File: src/rtl/rs_if.sv
// Dispatch / CDB / issue bundle between a reservation-station array and its
// neighbours. The master side feeds dispatch, wakeup and issue acceptance;
// the slave side (rs_array) answers with readiness, issue fields and occupancy.
interface rs_if #(
  parameter int unsigned NUM_ENT   = 4,
  parameter int unsigned TAG_W     = 6,
  parameter int unsigned FU_W      = 3,
  parameter int unsigned PAYLOAD_W = 32
);
  localparam int unsigned CNT_W = $clog2(NUM_ENT + 1);

  // dispatch
  logic                 disp_vld;
  logic                 disp_rdy;
  logic [TAG_W-1:0]     disp_dest_tag;
  logic [TAG_W-1:0]     disp_opa_tag;
  logic [TAG_W-1:0]     disp_opb_tag;
  logic                 disp_opa_rdy;
  logic                 disp_opb_rdy;
  logic [FU_W-1:0]      disp_fu_sel;
  logic [PAYLOAD_W-1:0] disp_payload;
  // result broadcast
  logic                 cdb_vld;
  logic [TAG_W-1:0]     cdb_tag;
  // issue
  logic                 iss_rdy;
  logic                 iss_vld;
  logic [TAG_W-1:0]     iss_dest_tag;
  logic [TAG_W-1:0]     iss_opa_tag;
  logic [TAG_W-1:0]     iss_opb_tag;
  logic [FU_W-1:0]      iss_fu_sel;
  logic [PAYLOAD_W-1:0] iss_payload;
  // control / status
  logic                 flush;
  logic [CNT_W-1:0]     rs_cnt;

  modport master (
    output disp_vld, disp_dest_tag, disp_opa_tag, disp_opb_tag,
           disp_opa_rdy, disp_opb_rdy, disp_fu_sel, disp_payload,
           cdb_vld, cdb_tag, iss_rdy, flush,
    input  disp_rdy, iss_vld, iss_dest_tag, iss_opa_tag, iss_opb_tag,
           iss_fu_sel, iss_payload, rs_cnt
  );

  modport slave (
    input  disp_vld, disp_dest_tag, disp_opa_tag, disp_opb_tag,
           disp_opa_rdy, disp_opb_rdy, disp_fu_sel, disp_payload,
           cdb_vld, cdb_tag, iss_rdy, flush,
    output disp_rdy, iss_vld, iss_dest_tag, iss_opa_tag, iss_opb_tag,
           iss_fu_sel, iss_payload, rs_cnt
  );
endinterface

File: src/rtl/rs_array.sv
// Reservation-station array: allocates the lowest free entry on dispatch,
// wakes sources from the CDB, and issues the oldest ready entry chosen by
// an age matrix (age[i][j] = 1 means entry j is older than entry i).
// Optional feature macro: RS_DISP_BYPASS_EN -- a dispatch also captures a
// same-cycle CDB broadcast that matches one of its source tags.
module rs_array #(
  parameter int unsigned NUM_ENT   = 4,
  parameter int unsigned TAG_W     = 6,
  parameter int unsigned FU_W      = 3,
  parameter int unsigned PAYLOAD_W = 32
) (
  input logic  clk,
  input logic  rst,
  rs_if.slave  bus
);
  localparam int unsigned IDX_W = $clog2(NUM_ENT);
  localparam int unsigned CNT_W = $clog2(NUM_ENT + 1);

  logic [NUM_ENT-1:0]   vld;
  logic [NUM_ENT-1:0]   opa_rdy;
  logic [NUM_ENT-1:0]   opb_rdy;
  logic [TAG_W-1:0]     dest_tag [NUM_ENT];
  logic [TAG_W-1:0]     opa_tag  [NUM_ENT];
  logic [TAG_W-1:0]     opb_tag  [NUM_ENT];
  logic [FU_W-1:0]      fu_sel   [NUM_ENT];
  logic [PAYLOAD_W-1:0] payload  [NUM_ENT];
  logic [NUM_ENT-1:0]   age      [NUM_ENT];
  logic [CNT_W-1:0]     cnt;

  logic [NUM_ENT-1:0]   elig;
  logic [NUM_ENT-1:0]   sel_oh;
  logic [IDX_W-1:0]     sel_idx;
  logic [IDX_W-1:0]     free_idx;
  logic                 disp_rdy_c;
  logic                 iss_vld_c;
  logic                 disp_fire;
  logic                 iss_fire;
  logic                 byp_a;
  logic                 byp_b;

  assign disp_rdy_c  = ~(&vld);
  assign iss_vld_c   = |elig;
  assign disp_fire   = bus.disp_vld && disp_rdy_c;
  assign iss_fire    = iss_vld_c && bus.iss_rdy;
  assign bus.disp_rdy = disp_rdy_c;
  assign bus.iss_vld  = iss_vld_c;
  assign bus.rs_cnt   = cnt;

  // Eligibility and oldest-first pick: an eligible entry with no eligible older entry.
  always_comb begin
    elig   = vld & opa_rdy & opb_rdy;
    sel_oh = '0;
    for (int i = 0; i < NUM_ENT; i++) begin
      sel_oh[i] = elig[i] && ((elig & age[i]) == '0);
    end
  end

  // Issue mux; fields read zero when nothing is selected.
  always_comb begin
    sel_idx          = '0;
    bus.iss_dest_tag = '0;
    bus.iss_opa_tag  = '0;
    bus.iss_opb_tag  = '0;
    bus.iss_fu_sel   = '0;
    bus.iss_payload  = '0;
    for (int i = 0; i < NUM_ENT; i++) begin
      if (sel_oh[i]) begin
        sel_idx          = IDX_W'(i);
        bus.iss_dest_tag = dest_tag[i];
        bus.iss_opa_tag  = opa_tag[i];
        bus.iss_opb_tag  = opb_tag[i];
        bus.iss_fu_sel   = fu_sel[i];
        bus.iss_payload  = payload[i];
      end
    end
  end

  // Lowest-index free entry, from registered valid bits only.
  always_comb begin
    free_idx = '0;
    for (int i = NUM_ENT - 1; i >= 0; i--) begin
      if (!vld[i]) free_idx = IDX_W'(i);
    end
  end

  // Same-cycle CDB capture for the entry being dispatched.
  always_comb begin
`ifdef RS_DISP_BYPASS_EN
    byp_a = bus.cdb_vld && (bus.cdb_tag == bus.disp_opa_tag);
    byp_b = bus.cdb_vld && (bus.cdb_tag == bus.disp_opb_tag);
`else
    byp_a = 1'b0;
    byp_b = 1'b0;
`endif
  end

  // Entry state: wakeup, issue release, allocation, age tracking and occupancy.
  always_ff @(posedge clk or posedge rst) begin
    if (rst) begin
      vld     <= '0;
      opa_rdy <= '0;
      opb_rdy <= '0;
      cnt     <= '0;
      for (int i = 0; i < NUM_ENT; i++) begin
        dest_tag[i] <= '0;
        opa_tag[i]  <= '0;
        opb_tag[i]  <= '0;
        fu_sel[i]   <= '0;
        payload[i]  <= '0;
        age[i]      <= '0;
      end
    end else if (bus.flush) begin
      vld <= '0;
      cnt <= '0;
      for (int i = 0; i < NUM_ENT; i++) begin
        age[i] <= '0;
      end
    end else begin
      if (bus.cdb_vld) begin
        for (int i = 0; i < NUM_ENT; i++) begin
          if (vld[i] && (opa_tag[i] == bus.cdb_tag)) opa_rdy[i] <= 1'b1;
          if (vld[i] && (opb_tag[i] == bus.cdb_tag)) opb_rdy[i] <= 1'b1;
        end
      end
      if (iss_fire) begin
        vld[sel_idx] <= 1'b0;
      end
      if (disp_fire) begin
        // Stale "older" marks pointing at the reused slot are dropped first.
        for (int i = 0; i < NUM_ENT; i++) begin
          age[i][free_idx] <= 1'b0;
        end
        age[free_idx]      <= vld;
        vld[free_idx]      <= 1'b1;
        dest_tag[free_idx] <= bus.disp_dest_tag;
        opa_tag[free_idx]  <= bus.disp_opa_tag;
        opb_tag[free_idx]  <= bus.disp_opb_tag;
        opa_rdy[free_idx]  <= bus.disp_opa_rdy | byp_a;
        opb_rdy[free_idx]  <= bus.disp_opb_rdy | byp_b;
        fu_sel[free_idx]   <= bus.disp_fu_sel;
        payload[free_idx]  <= bus.disp_payload;
      end
      cnt <= cnt + CNT_W'(disp_fire) - CNT_W'(iss_fire);
    end
  end
endmodule

File: src/flat_wrapper.sv
// flat-port wrapper written by rule: the top's interface ports become plain ports
module rs_array_flat 
#(
  parameter int unsigned NUM_ENT   = 4,
  parameter int unsigned TAG_W     = 6,
  parameter int unsigned FU_W      = 3,
  parameter int unsigned PAYLOAD_W = 32
)
  (clk, rst, bus_disp_vld, bus_disp_dest_tag, bus_disp_opa_tag, bus_disp_opb_tag, bus_disp_opa_rdy, bus_disp_opb_rdy, bus_disp_fu_sel, bus_disp_payload, bus_cdb_vld, bus_cdb_tag, bus_iss_rdy, bus_flush, bus_disp_rdy, bus_iss_vld, bus_iss_dest_tag, bus_iss_opa_tag, bus_iss_opb_tag, bus_iss_fu_sel, bus_iss_payload, bus_rs_cnt);
  rs_if #(.NUM_ENT(NUM_ENT), .TAG_W(TAG_W), .FU_W(FU_W), .PAYLOAD_W(PAYLOAD_W)) bus_i ();
  input logic clk;
  input logic rst;
  input wire logic [$bits(bus_i.disp_vld)-1:0] bus_disp_vld;
  input wire logic [$bits(bus_i.disp_dest_tag)-1:0] bus_disp_dest_tag;
  input wire logic [$bits(bus_i.disp_opa_tag)-1:0] bus_disp_opa_tag;
  input wire logic [$bits(bus_i.disp_opb_tag)-1:0] bus_disp_opb_tag;
  input wire logic [$bits(bus_i.disp_opa_rdy)-1:0] bus_disp_opa_rdy;
  input wire logic [$bits(bus_i.disp_opb_rdy)-1:0] bus_disp_opb_rdy;
  input wire logic [$bits(bus_i.disp_fu_sel)-1:0] bus_disp_fu_sel;
  input wire logic [$bits(bus_i.disp_payload)-1:0] bus_disp_payload;
  input wire logic [$bits(bus_i.cdb_vld)-1:0] bus_cdb_vld;
  input wire logic [$bits(bus_i.cdb_tag)-1:0] bus_cdb_tag;
  input wire logic [$bits(bus_i.iss_rdy)-1:0] bus_iss_rdy;
  input wire logic [$bits(bus_i.flush)-1:0] bus_flush;
  output wire logic [$bits(bus_i.disp_rdy)-1:0] bus_disp_rdy;
  output wire logic [$bits(bus_i.iss_vld)-1:0] bus_iss_vld;
  output wire logic [$bits(bus_i.iss_dest_tag)-1:0] bus_iss_dest_tag;
  output wire logic [$bits(bus_i.iss_opa_tag)-1:0] bus_iss_opa_tag;
  output wire logic [$bits(bus_i.iss_opb_tag)-1:0] bus_iss_opb_tag;
  output wire logic [$bits(bus_i.iss_fu_sel)-1:0] bus_iss_fu_sel;
  output wire logic [$bits(bus_i.iss_payload)-1:0] bus_iss_payload;
  output wire logic [$bits(bus_i.rs_cnt)-1:0] bus_rs_cnt;
  assign bus_i.disp_vld = bus_disp_vld;
  assign bus_i.disp_dest_tag = bus_disp_dest_tag;
  assign bus_i.disp_opa_tag = bus_disp_opa_tag;
  assign bus_i.disp_opb_tag = bus_disp_opb_tag;
  assign bus_i.disp_opa_rdy = bus_disp_opa_rdy;
  assign bus_i.disp_opb_rdy = bus_disp_opb_rdy;
  assign bus_i.disp_fu_sel = bus_disp_fu_sel;
  assign bus_i.disp_payload = bus_disp_payload;
  assign bus_i.cdb_vld = bus_cdb_vld;
  assign bus_i.cdb_tag = bus_cdb_tag;
  assign bus_i.iss_rdy = bus_iss_rdy;
  assign bus_i.flush = bus_flush;
  assign bus_disp_rdy = bus_i.disp_rdy;
  assign bus_iss_vld = bus_i.iss_vld;
  assign bus_iss_dest_tag = bus_i.iss_dest_tag;
  assign bus_iss_opa_tag = bus_i.iss_opa_tag;
  assign bus_iss_opb_tag = bus_i.iss_opb_tag;
  assign bus_iss_fu_sel = bus_i.iss_fu_sel;
  assign bus_iss_payload = bus_i.iss_payload;
  assign bus_rs_cnt = bus_i.rs_cnt;
  rs_array #(.NUM_ENT(NUM_ENT), .TAG_W(TAG_W), .FU_W(FU_W), .PAYLOAD_W(PAYLOAD_W)) u_core (.clk(clk), .rst(rst), .bus(bus_i));
endmodule
File: config.mk
export PLATFORM = sky130hd
export DESIGN_NAME = rs_array_flat
export DESIGN_NICKNAME = d
export VERILOG_FILES = /design/src/rtl/rs_if.sv /design/src/rtl/rs_array.sv /design/src/flat_wrapper.sv
export SDC_FILE = /design/constraint.sdc
export NUM_CORES = 1
export LEC_CHECK = 0
export CAP_MARGIN = 20
export CORE_MARGIN = 1
export CORE_UTILIZATION = 61
export DETAILED_ROUTE_END_ITERATION = 8
export HOLD_SLACK_MARGIN = 0.06
export MAX_ROUTING_LAYER = met4
export PLACE_DENSITY = 0.85
export SETUP_SLACK_MARGIN = 0.3
export SYNTH_ARGS = -nofsm -noshare
export SYNTH_HDL_FRONTEND = slang
export SYNTH_SLANG_ARGS = --single-unit
File: constraint.sdc
create_clock -name clk -period 21 [get_ports clk]
set_input_delay 5.25 -clock clk [delete_from_list [all_inputs] [get_ports clk]]
set_output_delay 5.25 -clock clk [all_outputs]
set_load 0.005 [all_outputs]
---- After elaboration in Yosys (flattened, before gate mapping) ----
Index checks and enable logic that the tools add are counted.
word-level totals
  register bits ........................... 243
  latch bits .............................. 0
  memory bits (writable) .................. 0
  bits in read-only memories .............. 0
  input bits .............................. 67
  word-level logic and storage cells ...... 154
  memories kept ........................... 0
operators by class
  add/sub/neg operators ................... 2
  $mul .................................... 0
  div/mod/pow operators ................... 0
  magnitude comparators ................... 6
  equal/unequal tests ..................... 8
  shift operators ......................... 0
  muxes and demuxes ....................... 68
  bitwise gates (word level) .............. 17
  reduce and logical (&&, ||, !) cells .... 25
operator list
  kind                count
  $mux 32             5
  $bwmux 128          1
  $mux 6              13
  $bwmux 24           3
  $demux 32 s2        1
  $eq 6x6->1          8
  $and 4x4->4         11
  $mux 4              11
  $mux 16             2
  $mux 3              6
  $logic_and 1x1->1   17
  $bwmux 16           1
  $logic_not 4->1     4
  $bwmux 12           1
  $demux 6 s2         1
  $mux 2              6
  $mux 1              11
  $bwmux 4            2
  $demux 4 s2         1
  $not 4->4           2
  $demux 3 s2         1
  $lt 2x3->1 const B  2
  $demux 1 s2         2
  $ge 2x1->1 const B  2
  other kinds (11)    12

---- Logic depth before layout (Yosys ltp) ----
  depth after elaboration ................. 19
  mapped depth ............................ 13
  depth with buffers taken out ............ 11

---- Worst setup path after synthesis ----
OpenSTA, ideal clock, no wires.
  path type ............................... register -> output
  start point ............................. reg u_core.vld[3]
  end point ............................... out bus_iss_dest_tag[0]
  data arrival time ....................... 1537 ps
  required time ........................... 15750 ps
  slack ................................... 14213 ps
  stages on the path, launching flop included .. 7
  cell sequence ........................... dfrtp_1 -> buf_2 -> and4b_1 -> and4_4 -> buf_6 -> buf_2 -> a221o_1
on the way
  cells in the longest elaborated chain, start to end .. 9
  elaborated cells between the ends (all ways) .. 18
  those cells by class .................... mux (4); bitwise (6); reduce/logical (8)
RTL lines
  item                              RTL line            source
  start: declaration                rs_array.sv:19      logic [NUM_ENT-1:0] vld;
  start signal: assignment          rs_array.sv:100     vld <= '0;
  start signal: assignment          rs_array.sv:113     vld <= '0;
  start signal: indexed assignment  rs_array.sv:126     vld[sel_idx] <= 1'b0;
  $and 4x4->4 (*) (2 in a row)      rs_array.sv:51      elig = vld & opa_rdy & opb_rdy;
  $and 4x4->4                       rs_array.sv:54      sel_oh[i] = elig[i] && ((elig & age[i]) == '0);
  $logic_not 4->1                   rs_array.sv:54
  $logic_and 1x1->1                 rs_array.sv:54
  $mux 6 (3 in a row)               rs_array.sv:67      if (sel_oh[i]) begin
  $mux 6 (*)                        rs_array.sv:67
  end: declaration                  flat_wrapper.sv:27  output wire logic [$bits(bus_i.iss_dest_tag)-1:0] bus_iss_dest_tag;
Mark *: on every way between the ends. The rest lies on a longest branch, timed or not.

---- Worst setup path in the final report ----
  start point ............................. reg u_core.vld[0]
  end point ............................... out bus_iss_fu_sel[2]
on the way
  cells in the longest elaborated chain, start to end .. 9
  elaborated cells between the ends (all ways) .. 18
  those cells by class .................... mux (4); bitwise (6); reduce/logical (8)
RTL lines
  item                          RTL line            source
  $and 4x4->4 (*) (2 in a row)  rs_array.sv:51
  $and 4x4->4                   rs_array.sv:54
  $logic_not 4->1               rs_array.sv:54
  $logic_and 1x1->1             rs_array.sv:54
  $mux 3 (3 in a row)           rs_array.sv:67
  $mux 3 (*)                    rs_array.sv:67
  end: declaration              flat_wrapper.sv:30  output wire logic [$bits(bus_i.iss_fu_sel)-1:0] bus_iss_fu_sel;
Marked as above.

==> reports/summary.txt <==
outcome: completed
antenna violation net count after detailed routing: 0
Clock Sinks: 243
maximum VDD drop: 0.0953 mV
Post-synth EDFFs: 0
largest net degree at the start of global routing: 105
min-delay src: u_core.dest_tag[7]
Synth async-reset ratio: 100%
crit-path max FO: 56
yosys warns: 0
WL per Instance: 21.0 um
Hold Path Class: flip-flop to flip-flop
post-CTS resize count: 0
Buf/Inv on CP: 2
fmax: 109 MHz
RR Startpoint: u_core.vld[1]
drt total wl: 28.9 mm
Reg-to-Reg End: u_core.payload[13]
Critical Path RT: 15.75 ns
n_diodes: 0
clk_skew: 0.0199 ns
initial antenna violation count: 0
Final min period: 9.17 ns
GR Overflow Total: 0
gpl congestion: 0.832
fin nets: 1200
register bit count reported by yosys: 243
delay-heaviest family, CP: simple AND/OR/NAND/NOR gates
# setup viols final: 0
DR iter-0 viols: 670
syn_nets: 1112
post-DP HPWL: 17.5 mm
Slew HR: 37.5%
Ports: 125
Data arrival, critical path: 3.92 ns
Area Growth Syn to Fin: 18.6%
reg2reg path depth: 5
leakage: 0.00608 uW
Synth Cell Area: 11500 um^2
die area: 19400 um^2
cells after synthesis: 1042
Worst Hold End: u_core.dest_tag[7]
area of the core: 18200 um^2
H-Tree Depth: 1
vias per cell: 6.28
hold-fix buffers at CTS: 0
die height: 139 um
period utilisation layout: 43.7%
max_cap viols: 0
Hold Path Depth: 2
final core utilization: 74.9%
std cell rows: 49
largest incremental delay on the critical path: 0.70 ns
fillers: 1229
vias in the first global route: 8879
power per standard cell area: 96.1 nW/um^2
crit end category: output port
Main synth FF type: dfrtp_1
Max Buffers Root-to-Sink: 3
CTS buffer count: 26
global-route wire length before repair: 47.1 mm
post-route setup TNS: 0 ns
root buffer cell: clkbuf_16
drt drc: 0
Seq/Total Area, Yosys: 52.9%
Final Hold Fails: 0
Clock transition at path regs: 0.06 ns
Syn Area/Cell: 11.0 um^2
Synth cell types: 39
chip width: 139 um
postcts setup bufs: 0
Worst Setup Start Kind: flip-flop
Final Slew Violations: 0
RSZ-0062 raised after global routing: false
Reg2Reg Setup Slack: 18.07 ns
gr usage total: 31.4%
vias post-DR: 8650
CP Cell Sequence: nand4_1, and4_4, nor2_4, buf_4, a221o_1, clkdlybuf4s50_1
Worst Path Class, Setup: flip-flop to output port
CTS tree: done
input/output buffers: 124
Worst path slowest cell: dfrtp_1
share of layout cells above drive strength 1: 19.9%
clk_lat worst skew: 0.53 ns
starting density of the core: 63.2%
Min Hold Slack: 0.477 ns
Tightest Pin Transition: 0.937 ns
Pre-Repair DR Iteration Count: 5
## power breakdown
part | total (uW) | internal (uW) | switching (uW)
logic | 222 | 123 | 98.2
clock network | 479 | 294 | 185
registers | 610 | 550 | 61.0
## worst min-delay path: cells and delay by family, from the launching register on
kind | cells | cell delay [ns]
flops | 1 | 0.34
simple gates | 2 | 0.10
## cell usage in the layout, fill, tap and decap left out, drive strengths merged, types with 21 or more instances in the layout
master | netlist | final
dfrtp | 243 | 243
nand2 | 229 | 229
mux2 | 159 | 159
clkdlybuf4s50 | 0 | 124
nor2 | 71 | 71
a211oi | 57 | 57
a221o | 53 | 53
clkbuf | 6 | 35
xnor2 | 29 | 29
nand4 | 23 | 23
xor2 | 21 | 21
## sequential cells by signal (all words and copies together) (netlist names)
register and flops:
u_core.payload 128, u_core.dest_tag 24, u_core.opa_tag 24, u_core.opb_tag 24
u_core.age 16, u_core.fu_sel 12, u_core.opa_rdy 4, u_core.opb_rdy 4
u_core.vld 4, u_core.bus.rs_cnt 3
## cell families (layout without fill, tap and decap cells)
family	Yosys count	count (layout)	share of synthesized area [%]
fa+ha+maj	3	3	0.392
buf+inv	87	194	4.24
mux	159	159	15.6
flops	243	243	52.9
simple gates	365	365	13.5
xor+xnor	50	50	3.81
compound gates	135	135	9.68
## cell usage after synthesis (2+ instances only)
| library cell | instances | area (um^2) |
|---|---|---|
| xnor2_1 | 29 | 254 |
| buf_4 | 12 | 90.1 |
| xor2_1 | 21 | 184 |
| nand4_1 | 23 | 144 |
| and4b_1 | 4 | 40.0 |
| buf_6 | 7 | 78.8 |
| nor4_1 | 8 | 50.1 |
| nand2_1 | 228 | 856 |
| a211oi_1 | 57 | 428 |
| nand2b_1 | 3 | 18.8 |
| a21oi_1 | 13 | 65.1 |
| nor3_1 | 9 | 45.0 |
| o21a_1 | 3 | 22.5 |
| nor2_1 | 68 | 255 |
| ha_1 | 2 | 25.0 |
| nand3_1 | 5 | 25.0 |
| buf_2 | 51 | 255 |
| dfrtp_1 | 243 | 6080 |
| nor2b_1 | 4 | 25.0 |
| nor2_2 | 3 | 18.8 |
| o21ai_0 | 4 | 20.0 |
| inv_1 | 10 | 37.5 |
| a221o_1 | 53 | 531 |
| mux2_2 | 159 | 1790 |
| clkbuf_1 | 6 | 22.5 |
| and2_1 | 4 | 25.0 |
## per-layer routing
layer / global-route usage, % / wire (um) / vias up / part of all wire, %
li1: - / - / 3840 / -
met1: 40.9 / 12100 / 4415 / 42
met2: 51.3 / 14400 / 340 / 50
met3: 4.37 / 1840 / 55 / 6.4
met4: 9.59 / 601 / 0 / 2.1
met5: - / 0 / - / 0
## through the flow
step	power, uW	setup slack (ns)	std cells	cell area [um^2]
detailed placement	835	12.42	1331	12700
floorplan	743	9.08	1042	11500
CTS	1320	11.83	1378	13600
global route	1370	11.67	1378	13600
finish	1310	11.83	1378	13600
global placement	822	12.45	1331	12700
## worst max-delay path by stage
stage	startpoint	to	slack (ns)	cells after the start
6_report	u_core.vld[0]	bus_iss_fu_sel[2]	11.83	6
5_1_grt	u_core.vld[0]	bus_iss_fu_sel[2]	11.67	6
4_1_cts	u_core.vld[2]	bus_iss_fu_sel[2]	11.83	6
3_5_place_dp	u_core.vld[2]	bus_iss_fu_sel[2]	12.42	6
3_3_place_gp	u_core.vld[2]	bus_iss_fu_sel[2]	12.45	6
2_1_floorplan	rst	u_core.age[0]	9.08	1
## layout make-up
| cell class | count | area (um^2) | area share, % |
|---|---|---|---|
| multi-input cells | 712 | 4980 | 36.5 |
| repair buffers | 137 | 1340 | 9.81 |
| flip-flops and latches | 243 | 6080 | 44.6 |
| clock inverters | 12 | 138 | 1.01 |
| well taps | 229 | 287 | 2.10 |
| clock buffers | 35 | 776 | 5.69 |
| inverters | 10 | 45.0 | 0.330 |
Power figures use the tool's default switching activity.
